<file path="src/rtl/twiddle_quadrant_gen.sv">
// twiddle_quadrant_gen
//   Address/sign stage in front of a 64-entry quarter-wave sine ROM that has a
//   1-cycle registered read. Walks phase = start_phase + n*phase_step (mod 256),
//   folds each phase onto the quarter table, applies the quadrant sign and hands
//   signed twiddles to the butterfly over a valid/ready handshake.
//
//   Build option TWIDDLE_COS_EN:
//     defined   - sin and cos pairs, RD_SIN -> RD_COS -> CAP_COS -> OUT, 4 cycles/point.
//     undefined - sin only, RD_COS captures sin and goes to OUT, out_cos is 0,
//                 3 cycles/point.
module twiddle_quadrant_gen #(
  parameter int QIDX_W = 6,
  parameter int DATA_W = 8,
  parameter int ADDR_W = 8
) (
  input  logic                clk,
  input  logic                reset,
  input  logic                start,
  input  logic [QIDX_W+1:0]   start_phase,
  input  logic [QIDX_W+1:0]   phase_step,
  input  logic [QIDX_W+1:0]   num_points,
  output logic [ADDR_W-1:0]   rom_addr,
  input  logic [DATA_W-1:0]   rom_data,
  output logic [DATA_W-1:0]   out_sin,
  output logic [DATA_W-1:0]   out_cos,
  output logic                out_valid,
  input  logic                out_ready,
  output logic                busy,
  output logic                done
);

  // Phase is two quadrant bits above the quarter-table index.
  localparam int PH_W  = QIDX_W + 2;
  // One extra count bit so that num_points == 0 can stand for a full turn.
  localparam int CNT_W = PH_W + 1;

  typedef enum logic [2:0] {
    S_IDLE,
    S_RD_SIN,
    S_RD_COS,
    S_CAP_COS,
    S_OUT
  } state_e;

  // ---------------------------------------------------------------------------
  // Phase folding helpers
  // ---------------------------------------------------------------------------

  // Quarter-table address for a phase: odd quadrants read the table mirrored
  // (63 - i, i.e. the bitwise complement of the index); upper address bits 0.
  function automatic logic [ADDR_W-1:0] rom_addr_of(input logic [PH_W-1:0] p);
    logic [QIDX_W-1:0] idx;
    idx = p[QIDX_W] ? ~p[QIDX_W-1:0] : p[QIDX_W-1:0];
    return {{(ADDR_W-QIDX_W){1'b0}}, idx};
  endfunction

  // Table magnitudes never exceed 127, so the negation cannot overflow.
  function automatic logic [DATA_W-1:0] apply_sign(input logic [DATA_W-1:0] mag,
                                                    input logic              neg);
    return neg ? (~mag + DATA_W'(1)) : mag;
  endfunction

  // ---------------------------------------------------------------------------
  // Registers
  // ---------------------------------------------------------------------------
  state_e              state_q,    state_d;
  logic [PH_W-1:0]     phase_q,    phase_d;
  logic [PH_W-1:0]     step_q,     step_d;
  logic [CNT_W-1:0]    cnt_q,      cnt_d;
  logic [ADDR_W-1:0]   rom_addr_q, rom_addr_d;
  logic [DATA_W-1:0]   sin_q,      sin_d;
  logic                valid_q,    valid_d;
  logic                busy_q,     busy_d;
  logic                done_q,     done_d;

`ifdef TWIDDLE_COS_EN
  // cos(p) is sin(p + quarter turn) through the same fold.
  localparam logic [PH_W-1:0] QTR_TURN = PH_W'(1) << QIDX_W;

  logic [DATA_W-1:0]   cos_q,      cos_d;
  logic [PH_W-1:0]     cos_phase;

  assign cos_phase = phase_q + QTR_TURN;
`endif

  // Next-state, datapath updates and the ROM address for the state being entered.
  always_comb begin
    // NOTE: every signal written here gets a default first, so no path can infer a latch.
    state_d    = state_q;
    phase_d    = phase_q;
    step_d     = step_q;
    cnt_d      = cnt_q;
    sin_d      = sin_q;
    valid_d    = valid_q;
    busy_d     = busy_q;
    done_d     = 1'b0;
    rom_addr_d = '0;
`ifdef TWIDDLE_COS_EN
    cos_d      = cos_q;
`endif

    unique case (state_q)
      S_IDLE: begin
        // start is only looked at here, which also makes the done cycle a valid
        // start cycle since the machine is already back in IDLE then.
        if (start) begin
          phase_d = start_phase;
          step_d  = phase_step;
          cnt_d   = (num_points == '0) ? {1'b1, {PH_W{1'b0}}} : {1'b0, num_points};
          busy_d  = 1'b1;
          state_d = S_RD_SIN;
        end
      end

      S_RD_SIN: begin
        state_d = S_RD_COS;
      end

      S_RD_COS: begin
        // The sin word addressed in RD_SIN is on rom_data now.
        sin_d = apply_sign(rom_data, phase_q[PH_W-1]);
`ifdef TWIDDLE_COS_EN
        state_d = S_CAP_COS;
`else
        valid_d = 1'b1;
        state_d = S_OUT;
`endif
      end

      S_CAP_COS: begin
`ifdef TWIDDLE_COS_EN
        cos_d   = apply_sign(rom_data, cos_phase[PH_W-1]);
        valid_d = 1'b1;
        state_d = S_OUT;
`else
        state_d = S_IDLE;
`endif
      end

      S_OUT: begin
        // Outputs stay frozen until the consumer takes the pair.
        if (valid_q && out_ready) begin
          valid_d = 1'b0;
          phase_d = phase_q + step_q;
          cnt_d   = cnt_q - CNT_W'(1);
          if (cnt_d == '0) begin
            done_d  = 1'b1;
            busy_d  = 1'b0;
            state_d = S_IDLE;
          end else begin
            state_d = S_RD_SIN;
          end
        end
      end

      default: begin
        state_d = S_IDLE;
      end
    endcase

    // rom_addr is registered, so it is computed from the state about to be
    // entered and the phase that state will see. Everything else reads address 0.
    // NOTE: blocking assignments in combinational logic, so state_d/phase_d above
    // are already final when read here.
    unique case (state_d)
      S_RD_SIN: rom_addr_d = rom_addr_of(phase_d);
`ifdef TWIDDLE_COS_EN
      S_RD_COS: rom_addr_d = rom_addr_of(phase_d + QTR_TURN);
`endif
      default:  rom_addr_d = '0;
    endcase
  end

  // State and datapath registers with synchronous reset.
  always_ff @(posedge clk) begin
    // NOTE: reset is synchronous and clears every register, outputs included;
    // there is no storage array here that would need to be left out of reset.
    if (reset) begin
      state_q    <= S_IDLE;
      phase_q    <= '0;
      step_q     <= '0;
      cnt_q      <= '0;
      rom_addr_q <= '0;
      sin_q      <= '0;
      valid_q    <= 1'b0;
      busy_q     <= 1'b0;
      done_q     <= 1'b0;
    end else begin
      // NOTE: non-blocking assignments so every register samples pre-edge values.
      state_q    <= state_d;
      phase_q    <= phase_d;
      step_q     <= step_d;
      cnt_q      <= cnt_d;
      rom_addr_q <= rom_addr_d;
      sin_q      <= sin_d;
      valid_q    <= valid_d;
      busy_q     <= busy_d;
      done_q     <= done_d;
    end
  end

`ifdef TWIDDLE_COS_EN
  // cos output register, cleared by reset like the rest of the datapath.
  always_ff @(posedge clk) begin
    if (reset) begin
      cos_q <= '0;
    end else begin
      cos_q <= cos_d;
    end
  end

  assign out_cos = cos_q;
`else
  assign out_cos = '0;
`endif

  assign rom_addr  = rom_addr_q;
  assign out_sin   = sin_q;
  assign out_valid = valid_q;
  assign busy      = busy_q;
  assign done      = done_q;

endmodule

</file>
<file path="config.mk">
export PLATFORM = sky130hd
export DESIGN_NAME = twiddle_quadrant_gen
export DESIGN_NICKNAME = d
export VERILOG_FILES = /design/src/rtl/twiddle_quadrant_gen.sv
export SDC_FILE = /design/constraint.sdc
export NUM_CORES = 1
export LEC_CHECK = 0
export BUFFER_PORTS_ARGS = -buffer_cell sky130_fd_sc_hd__buf_2
export CORE_ASPECT_RATIO = 0.8
export CORE_MARGIN = 8
export CORE_UTILIZATION = 45
export DETAILED_ROUTE_END_ITERATION = 10
export HOLD_SLACK_MARGIN = 0.12
export PLACE_DENSITY = 0.77
export SYNTH_ARGS = -nofsm -noshare
export SYNTH_HDL_FRONTEND = slang
export SYNTH_SLANG_ARGS = --single-unit
</file>
<file path="constraint.sdc">
create_clock -name clk -period 2.3 [get_ports clk]
set_clock_uncertainty 0.15 [all_clocks]
set_input_delay 0.23 -clock clk [delete_from_list [all_inputs] [get_ports clk]]
set_output_delay 0.23 -clock clk [all_outputs]
set_load 0.02 [all_outputs]
</file>
Yosys cells after proc, flatten, opt, wreduce, memory -nomap -nowiden --
Index checks and enable logic that the tools add are counted.
Storage, ports and cells: flip-flop bits (word level) 47, input port bits 36, logic and storage cells 58
Cells by class: add/subtract/negate cells 3, eq/ne operators 7, multiplexer cells 20, bitwise operators 5, reductions and logical operators 12
Operators with widths (number):
- 9-bit 2-to-1 mux | 3
- 8-bit 2-to-1 mux | 3
- 9-bit one-hot mux with 2 select lines | 1
- 8-bit one-hot mux with 2 select lines | 1
- 3-bit one-hot mux with 4 select lines | 1
- 9-bit zero test | 1
- 9-bit by 1-bit subtractor with 9-bit output (second input constant) | 1
- 8-bit by 1-bit adder with 8-bit output (second input constant) | 1
- 8-bit adder | 1
- 8-bit zero test | 1
- 8-bit NOT | 1
- 3-bit by 1-bit equality test with 1-bit output (second input constant) | 2
- 1-bit 2-to-1 mux | 6
- 3-bit 2-to-1 mux | 2
- 6-bit 2-to-1 mux | 1
- 2-bit inequality test (second input constant) | 3
- 6-bit NOT | 1
- 1-bit one-hot mux with 2 select lines | 2
- 2-bit AND reduction | 2
- 4-bit AND reduction | 1
- 2-bit nonzero test | 2
- 3-bit by 2-bit equality test with 1-bit output (second input constant) | 1
- 3-bit equality test (second input constant) | 1
- 3-bit zero test | 1
- 5 further kinds | 7

Logic depth before layout (Yosys ltp) --
Gate-level depths: netlist of the first run.
depth in word-level cells 8, gate-level depth with buffers 8, depth with buffers taken out 8

Worst setup path after synthesis of the first run --
No wires, ideal clock.
path type register to register, start register phase_q[0], end register rom_addr_q[0], in the netlist rom_addr[0], setup time 127 ps, arrival time 1977 ps, required time 2023 ps, path slack 47 ps, stages on the path, launching flop included 9, path buffers 0, path through dfxtp_1 -> ha_1 -> fa_1 -> a211oi_1 -> nor2_1 -> o2111ai_1 -> nor3b_4 -> xor2_1 -> nor2_1
Between the ends: word-level cells in the longest chain between the ends 5, elaborated cells on any way between the ends 6
Ends and longest elaborated chain:
- from (decl) | RTL line 67 | logic [PH_W-1:0] phase_q, phase_d;
- from (signal assigned) | RTL line 191 | phase_q <= phase_d;
- 8-bit adder | RTL line 144 | phase_d = phase_q + step_q;
- 8-bit 2-to-1 mux | RTL line 142 | if (valid_q && out_ready) begin
- 8-bit one-hot mux with 2 select lines * | RTL line 102 | unique case (state_q)
- 6-bit NOT | RTL line 53 | idx = p[QIDX_W] ? ~p[QIDX_W-1:0] : p[QIDX_W-1:0];
- 6-bit 2-to-1 mux * | RTL line 53
- to (signal assigned) | RTL line 194 | rom_addr_q <= rom_addr_d;
- to (decl) | RTL line 70 | logic [ADDR_W-1:0] rom_addr_q, rom_addr_d;
Every way passes the cells marked *; elsewhere a longest branch is shown, timed or not. The select of a mux whose other input is x is not followed. A chain may end at the register's enable or synchronous reset.

Worst setup path in the final report of the first run --
Same ends and word-level chain as after synthesis.

==> out/results.ini, run 1 <==
[outcome]
status=finished, final reports clean

[yosys]
yosysWarningCount=0
synth_area_um2=2460
synth_seq_cells=45
syn_inst=291
seq_area_frac_synth_pct=36.6
synthTopCellsByArea=dfxtp_1 37%, ha_1 5.1%, a21oi_1 4.9%
synth_enable_flop_cells=0
synth_top_area_share_pct=36.6
synthArstFlopShare_pct=0
synth.distinct_cells=50
ys.flop_type=dfxtp_1
synth.avg_cell_area_um2=8.45
synth_area_leader_cell=dfxtp_1

[floorplanning]
rows=24
die-area_um2=8100
initial_core_util_pct=45.7
die_y_um=82.1
io_pins=63
die_width_um=98.6
core_um2=5380

[timing]
fmax_mhz=449
finalWorstSetupSlack_ns=0.0705
worst_pin_slew_ns=0.497
period_share_pct=96.9
min_period_ns=2.23
final_max_slew_viol_count=0
finalSetupViolCount=0
relSlewSlack_pct=66.8
finalHoldViolCount=0
hold_ws_ns=0.145

[clock_network]
clk_path_buf_depth=2
cts_tree=done
clk_latency_ns=0.29
cts_root_buffer=clkbuf_8
clkSinkCount=45
clk_pin_slew_ns=0.08
h-tree-depth=2
cts_made_buffers=5

[pwr]
p_total_uw=1820
combinationalPowerShare_pct=25.8
p_per_area_nw_per_um2=589
power_frac_seq_pct=48.1
sw_frac_of_total_pct=30.7
clkPwrFrac_pct=26.0
ir_drop_v=0.000275
switching_power_uw=558
intPower_uw=1260
power.leakage_uw=0.00134

[global_route]
grt.total_usage_pct=14.7
grt_pass1_wl_mm=9.80
antenna_found_initial=0
grt_max_degree=30
grt_pass1_vias=2201
gr-total-overflow=0

[route]
drc=0
drtPass1Iterations=4
final_antenna_net_count=0
vias=2262
drt-initial-drc-count=109
avgRoutedWirePerCell_um=13.9
wirelength_mm=5.99
via_per_inst=5.25

[final_layout]
fin_area_um2=3090
diodes=0
area_growth_pct=25.5
final_cell_mix=52 x buf_2, 45 x dfxtp_1, 31 x nor2_1, 31 x nand2_1, 24 x a21oi_1
finish.utilization_pct=57.4
nets=412
layout-drive-gt1-share_pct=25.1
layout_commonest_cell=buf_2

[placement]
postPlaceCellArea_um2=2810
gp_congestion=0.889
place_worst_setup_slack_ns=-0.171
dpl.hpwl_mm=4.56
portBuffers=52

[worst_setup_path]
cp_max_fo=7
arrival_ns=2.26
worst_setup_path_start_kind=flip-flop
setup.worst_path.class=flip-flop to flip-flop
worstPathRequired_ns=2.33
endpoint_kind=flip-flop

[job]
maxCapViolCount=0

[worst_hold_path]
worstHoldPathType=input pin to flip-flop

[cells by family after synthesis]
| group | after synthesis | share of synthesized area, % |
|---|---|---|
| simple gates | 108 | 22.2 |
| compound gates | 73 | 20.4 |
| flops | 45 | 36.6 |
| buf+inv | 30 | 6.31 |
| xor+xnor | 20 | 7.12 |
| fa+ha+maj | 11 | 5.90 |
| mux | 3 | 1.22 |
| other cells | 1 | 0.153 |
[power by group through the flow]
| stage | combinational [uW] | clock, uW | sequential [uW] |
|---|---|---|---|
| floorplan | 303 | 0 | 898 |
| global placement | 420 | 0 | 890 |
| detailed placement | 429 | 0 | 892 |
| CTS | 453 | 491 | 875 |
| global route | 523 | 523 | 884 |
| finish | 470 | 473 | 876 |
[sequential cells by signal (all words and copies together) (netlist names)]
signal and count:
busy 1, cnt_q 9, done 1, out_sin 8, out_valid 1, phase_q 8
rom_addr 6, state_q 3, step_q 8
[worst max-delay path, stage by stage (launching register included)]
cell and delay, ns:
dfxtp_1 0.32, ha_2 0.19, fa_2 0.35, a211oi_2 0.21, nor2_2 0.09, o2111ai_1 0.18
nor3b_4 0.22, buf_6 0.17, xor2_1 0.17, nor2_1 0.06
[through the flow]
| step | std cells | setup TNS [ns] |
|---|---|---|
| finish | 431 | 0 |
| global route | 431 | -0.0736 |
| CTS | 431 | 0 |
| detailed placement | 409 | -0.748 |
| global placement | 409 | 0 |
| floorplan | 300 | 0 |
[metal layers]
layer | vias up | GRT usage (%) | part of all wire (%) | wire [um]
met2 | 56 | 25.4 | 46 | 2770
li1 | 1158 | - | - | -
met3 | 2 | 3.94 | 6.4 | 384
met1 | 1046 | 17.8 | 47 | 2800
met4 | 0 | 4.73 | 0.47 | 28
met5 | - | 0 | 0 | 0
[layout make-up]
class | instances | area [um^2]
fillers | 498 | 2290
repair buffers | 80 | 507
clock buffers | 7 | 76.3
flip-flops and latches | 45 | 901
well taps | 65 | 81.3
multi-input cells | 225 | 1480
inverters | 8 | 30.0
clock inverters | 1 | 7.51
[what timing repair did]
action                                  4_1_cts  5_1_grt
endpoints found under the setup margin        7        9
hold endpoints to repair                     18        0
pin swaps                                     2        1
hold buffers                                 13        0
setup buffers                                 1        0
gates resized for setup                       3       10
[cell usage after synthesis (2+ instances only)]
cell       number
nand3_1         7
buf_2           4
inv_1           8
nand2b_1        3
nand3b_1        2
nor2_1         32
a221oi_1        2
nand2_1        31
o21ai_0         9
xor2_1          7
a211oi_1       12
buf_4          10
nor4b_1         2
nor2b_1         5
mux2i_1         3
a2bb2oi_1       2
clkbuf_1        8
ha_1           10
a21o_1          4
dfxtp_1        45
a221o_1         3
nor3_1          9
xnor2_1        13
a21oi_1        24
a22oi_1         2
or3_1           2
nor4_1          3
and2_1          4
o31ai_1         4
[final timing paths]
check                    from  slack, ns          end  depth (start not counted)
setup / recovery   phase_q[0]       0.07  rom_addr[0]                          9
hold / removal    rom_data[4]       0.14   out_sin[4]                          3
setup reg to reg   phase_q[0]       0.07  rom_addr[0]                          9
hold reg to reg     step_q[4]       0.32    step_q[4]                          2
Note: power is estimated with default switching activity, not from simulation.
==> run 2, diff against run 1 <==
- CORE_UTILIZATION: 45 -> 48
- PLACE_DENSITY: 0.77 -> 0.81
- REMOVE_ABC_BUFFERS: default -> 1
==> run 2 against run 1 <==
Compared with the run above: first-iteration DRC count grew 30%; core utilization grew 6.3 points; non-clock buffer count grew 2; sequential share of layout area shrank 0.70 points; worst setup slack lost 0.038 ns; critical endpoint is now rom_addr[2]; maximum frequency shrank 1.7%; combinational power grew 4.7%.
==> out/results.ini, run 2 (same netlist as run 1, synthesis figures left out) <==
[outcome]
status=finished, final reports clean  ; unchanged

[clock_network]
clk_latency_ns=0.30  ; was 0.29 ns
clk_path_buf_depth=2  ; unchanged
cts_root_buffer=clkbuf_8  ; unchanged
cts_tree=done  ; unchanged
h-tree-depth=2  ; unchanged
clkSinkCount=45  ; unchanged
cts_made_buffers=5  ; unchanged
clk_pin_slew_ns=0.08  ; about the same

[timing]
period_share_pct=98.6  ; was 96.9%
rsz0062_at_grt=yes
finalSetupViolCount=0  ; unchanged
fmax_mhz=441  ; was 449 MHz
min_period_ns=2.27  ; was 2.23 ns
finalHoldViolCount=0  ; unchanged
hold_ws_ns=0.146  ; was 0.145 ns
final_max_slew_viol_count=0  ; unchanged

[final_layout]
finish.utilization_pct=63.7  ; was 57.4%
largest_reg_flops=9  ; unchanged
diodes=0  ; unchanged
final_cell_mix=52 x buf_2, 43 x dfxtp_1, 31 x nor2_1, 31 x nand2_1, 24 x a21oi_1  ; was 52 x buf_2, 45 x dfxtp_1, 31 x nor2_1, 31 x nand2_1, 24 x a21oi_1
nets=414  ; was 412
layout-drive-gt1-share_pct=25.8  ; was 25.1%
area_growth_pct=29.0  ; was 25.5%
regMostFlops=cnt_q  ; unchanged
fin_area_um2=3170  ; was 3090 um^2
layout_commonest_cell=buf_2  ; unchanged

[placement]
postPlaceCellArea_um2=2820  ; was 2810 um^2
portBuffers=52  ; unchanged
dpl.hpwl_mm=4.67  ; was 4.56 mm
gp_congestion=0.870  ; was 0.889

[worst_setup_path]
path_delay_family=adder cells  ; unchanged
endpoint_kind=flip-flop  ; unchanged
slowest_delay_ns=0.35  ; about the same
setup.worst_path.class=flip-flop to flip-flop  ; unchanged
worstPathRequired_ns=2.34  ; was 2.33 ns
cp_max_fo=7  ; unchanged
worst-path-buf-inv=1  ; unchanged
arrival_ns=2.31  ; was 2.26 ns
crit_path_top_delay_cell=fa_2  ; unchanged
rrSetupSlack_ns=0.03  ; was 0.07 ns
worst_setup_path_start_kind=flip-flop  ; unchanged
worstPathCellList=ha_4, fa_2, a211oi_2, nor2_2, o2111ai_2, nor3b_4, buf_12, xor2_1, nor2_1  ; was ha_2, fa_2, a211oi_2, nor2_2, o2111ai_1, nor3b_4, buf_6, xor2_1, nor2_1

[route]
drtPass1Iterations=4  ; unchanged
drc=0  ; unchanged
final_antenna_net_count=0  ; unchanged
via_per_inst=5.37  ; was 5.25
wirelength_mm=6.44  ; was 5.99 mm
drt-initial-drc-count=142  ; was 109
vias=2308  ; was 2262
avgRoutedWirePerCell_um=15.0  ; was 13.9 um

[global_route]
grt_pass1_vias=2286  ; was 2201
grt.total_usage_pct=16.8  ; was 14.7%
grt_pass1_wl_mm=10.2  ; was 9.80 mm
gr-total-overflow=0  ; unchanged
antenna_found_initial=0  ; unchanged
grt_max_degree=29  ; was 30

[worst_hold_path]
worstHoldPathType=input pin to flip-flop  ; unchanged

[pwr]
p_per_area_nw_per_um2=628  ; was 589 nW/um^2
ir_drop_v=0.000329  ; was 0.000275 V
p_total_uw=1990  ; was 1820 uW
power.leakage_uw=0.00137  ; was 0.00134 uW

[job]
maxCapViolCount=0  ; unchanged

[floorplanning]
rows=23  ; was 24
die_y_um=80.0  ; was 82.1 um
die_width_um=96.0  ; was 98.6 um
io_pins=63  ; unchanged
initial_core_util_pct=49.4  ; was 45.7%
die-area_um2=7680  ; was 8100 um^2
core_um2=4980  ; was 5380 um^2

## run 2: cell types whose count changed in the layout (fill, tap and decap cells not counted), sizes merged
cell,change
bufinv,+1
clkinvlp,-1
dlygate4sd3,+2
## run 2: path summary, 6_finish.rpt
path             startpoint           to  cells after the start
max              phase_q[0]  rom_addr[2]                      9
min          start_phase[7]   phase_q[7]                      4
min reg2reg       step_q[6]    step_q[6]                      2
max reg2reg      phase_q[0]  rom_addr[2]                      9
## run 2: layout make-up
type	instances	area, um^2
fill	435	1810
multi-input combinational	225	1510
sequential	45	903
timing repair buffer	82	536
clock buffer	7	86.3
tap	62	77.6
clock inverter	1	30.0
inverter	8	30.0
## run 2: repair_timing
| action | in CTS | in global routing |
|---|---|---|
| hold buffers | 15 | 0 |
| pin swaps | 2 | 1 |
| endpoints found under the setup margin | 8 | 7 |
| buffers inserted | 0 | 1 |
| hold endpoints to repair | 17 | 0 |
| gates resized for setup | 4 | 13 |
## run 2: worst register-to-register path, cell delays in order, from the launching register on
cell       delay [ns]
dfxtp_2          0.34
ha_4             0.16
fa_2             0.35
a211oi_2         0.23
nor2_2           0.09
o2111ai_2        0.18
nor3b_4          0.25
buf_12           0.16
xor2_1           0.16
nor2_1           0.06
## run 2: metrics by stage
stage	setup TNS (ns)	cells	worst slack [ns]
6_report	0	430	0.0323
5_1_grt	-0.0823	430	-0.0505
4_1_cts	0	429	0.000227
3_5_place_dp	-0.568	406	-0.107
3_3_place_gp	0	406	0.0622
2_1_floorplan	0	278	0.0466
## run 2: per-layer routing
layer / global-route usage [%] / up-vias / wire length (um)
met4: 4.59 / 0 / 47
met2: 26.7 / 82 / 2960
met1: 19.9 / 1055 / 2830
li1: - / 1166 / -
met3: 7.52 / 5 / 594
met5: 0 / - / 0
## run 2: power breakdown
part	internal, uW	switching [uW]
logic	226	266
registers	831	47.9
clock network	354	268
==> run 3, diff against run 2 <==
--- a/config.mk
+++ b/config.mk
@@ -9,9 +9,10 @@
 export CORE_ASPECT_RATIO = 0.8
 export CORE_MARGIN = 8
-export CORE_UTILIZATION = 48
+export CORE_UTILIZATION = 53
 export DETAILED_ROUTE_END_ITERATION = 10
 export HOLD_SLACK_MARGIN = 0.12
-export PLACE_DENSITY = 0.81
+export PLACE_DENSITY = 0.85
 export REMOVE_ABC_BUFFERS = 1
+export SLEW_MARGIN = 20
 export SYNTH_ARGS = -nofsm -noshare
 export SYNTH_HDL_FRONTEND = slang
==> constraint.sdc (replaced) <==
create_clock -name clk -period 2.24 [get_ports clk]
set_clock_uncertainty 0.15 [all_clocks]
set_input_delay 0.224 -clock clk [delete_from_list [all_inputs] [get_ports clk]]
set_output_delay 0.224 -clock clk [all_outputs]
set_load 0.005 [all_outputs]
==> run 3 against run 2 <==
Compared with the run above: worst setup slack improved by 0.017 ns; die area is 7.7% lower; register-to-register slack improved by 0.02 ns; count of clock-buffer cells in the layout fell by 2; largest power group unchanged.
==> out/results.ini, run 3 (same netlist as run 1, synthesis figures left out) <==
[outcome]
status=finished, final reports clean  ; unchanged

[floorplanning]
die-area_um2=7090  ; was 7680 um^2
core_um2=4510  ; was 4980 um^2
die_y_um=76.9  ; was 80.0 um
initial_core_util_pct=54.5  ; was 49.4%
die_width_um=92.2  ; was 96.0 um
rows=22  ; was 23
io_pins=63  ; unchanged

[clock_network]
clkSinkCount=45  ; unchanged
h-tree-depth=2  ; unchanged
clk_pin_slew_ns=0.10  ; was 0.08 ns
clk_path_buf_depth=2  ; unchanged
clk_latency_ns=0.32  ; was 0.30 ns
cts_made_buffers=5  ; unchanged
cts_root_buffer=clkbuf_8  ; unchanged
cts_tree=done  ; unchanged

[timing]
period_share_pct=97.8  ; was 98.6%
finalHoldViolCount=0  ; unchanged
fmax_mhz=456  ; was 441 MHz
final_max_slew_viol_count=0  ; unchanged
finalWorstSetupSlack_ns=0.0493  ; was 0.0323 ns
rsz0062_at_grt=yes  ; unchanged
min_period_ns=2.19  ; was 2.27 ns
finalSetupViolCount=0  ; unchanged

[placement]
gp_congestion=0.877  ; was 0.870
dpl.hpwl_mm=4.64  ; was 4.67 mm
portBuffers=52  ; unchanged
place_worst_setup_slack_ns=-0.0774  ; was -0.107 ns

[worst_setup_path]
worst-path-buf-inv=1  ; unchanged
setup.worst_path.class=flip-flop to flip-flop  ; unchanged
endpoint_kind=flip-flop  ; unchanged
cp_max_fo=7  ; unchanged
worst_setup_path_start_kind=flip-flop  ; unchanged
arrival_ns=2.26  ; was 2.31 ns
worstPathCellList=ha_4, fa_2, a211oi_2, nor2_2, o2111ai_1, nor3b_4, buf_12, xnor2_1, nor2_1  ; was ha_4, fa_2, a211oi_2, nor2_2, o2111ai_2, nor3b_4, buf_12, xor2_1, nor2_1
worstPathRequired_ns=2.31  ; was 2.34 ns
slowest_delay_ns=0.35  ; about the same
crit_path_top_delay_cell=dfxtp_2  ; was fa_2
path_delay_family=adder cells  ; unchanged

[global_route]
grt_pass1_vias=2407  ; was 2286
antenna_found_initial=0  ; unchanged
grt.total_usage_pct=18.1  ; was 16.8%
grt_max_degree=24  ; was 29
gr-total-overflow=0  ; unchanged
grt_pass1_wl_mm=10.7  ; was 10.2 mm

[route]
vias=2369  ; was 2308
drt-initial-drc-count=151  ; was 142
via_per_inst=5.42  ; was 5.37
final_antenna_net_count=0  ; unchanged
drtPass1Iterations=4  ; unchanged
wirelength_mm=6.52  ; was 6.44 mm
avgRoutedWirePerCell_um=14.9  ; was 15.0 um
drc=0  ; unchanged

[pwr]
ir_drop_v=0.000425  ; was 0.000329 V
power.leakage_uw=0.00141  ; was 0.00137 uW
p_per_area_nw_per_um2=602  ; was 628 nW/um^2

[final_layout]
diodes=0  ; unchanged
nets=423  ; was 414
layout-drive-gt1-share_pct=28.4  ; was 25.8%
largest_reg_flops=9  ; unchanged
regMostFlops=cnt_q  ; unchanged
area_growth_pct=31.5  ; was 29.0%
layout_commonest_cell=buf_2  ; unchanged
finish.utilization_pct=71.6  ; was 63.7%
fillers=345  ; was 435
final_cell_mix=52 x buf_2, 43 x dfxtp_1, 31 x nor2_1, 31 x nand2_1, 23 x a21oi_1  ; was 52 x buf_2, 43 x dfxtp_1, 31 x nor2_1, 31 x nand2_1, 24 x a21oi_1

[job]
maxCapViolCount=0  ; unchanged

[worst_hold_path]
worstHoldPathType=input pin to flip-flop  ; unchanged

[run 3: changes by cell type in the layout (fill, tap and decap cells not counted), sizes merged]
cell	change
buf	+7
clkbuf	-2
clkinv	+2
dlygate4sd3	+2
bufinv	-1
inv	+1
[run 3: cell type report]
cell class                      instances  area (um^2)  area share [%]
Inverter                                8         30.0           0.929
Clock inverter                          3         26.3           0.813
Tap cell                               60         75.1            2.32
Timing Repair Buffer                   91          608            18.8
Sequential cell                        45          903            27.9
Multi-Input combinational cell        225         1520            47.1
Clock buffer                            5         68.8            2.13
[run 3: final timing paths]
kind	start	to	slack [ns]	depth (start not counted)
setup / recovery	phase_q[0]	rom_addr[4]	0.05	9
hold / removal	num_points[4]	cnt_q[4]	0.14	4
hold reg to reg	step_q[5]	step_q[5]	0.32	2
setup reg to reg	phase_q[0]	rom_addr[4]	0.05	9
[run 3: report_power, final]
part / switching (uW) / internal [uW]
sequential: 50.2 / 853
clock: 314 / 228
combinational: 247 / 253
total: 611 / 1330
[run 3: metrics by stage]
stage               hold WS, ns  setup TNS, ns  cell area (um^2)  cells  power, uW
finish                    0.139              0              3230    437       1950
global route              0.141        -0.0803              3230    437       2060
CTS                       0.126              0              3150    436       1920
detailed placement        0.308         -0.383              2850    408       1350
global placement          0.301       -0.00222              2850    408       1330
floorplan                 0.143        -0.0402              2370    278       1180
[run 3: layer usage]
layer	vias to the layer above	track usage, %	wire, um
met5	-	0	0
met1	1100	21.4	2930
met2	74	29.0	3050
met4	0	6.42	114
met3	12	7.00	430
li1	1183	-	-
[run 3: worst register-to-register path, cell delays in order, from the launching register on]
cell	delay [ns]
dfxtp_2	0.35
ha_4	0.16
fa_2	0.34
a211oi_2	0.21
nor2_2	0.09
o2111ai_1	0.19
nor3b_4	0.25
buf_12	0.16
xnor2_1	0.13
nor2_1	0.07
[run 3: what timing repair did]
item / 4_1_cts / 5_1_grt
setup endpoints to repair: 9 / 10
hold endpoints to repair: 17 / 0
buffers inserted: 3 / 1
pin swaps: 2 / 3
hold buffers: 17 / 0
resized for setup: 4 / 15
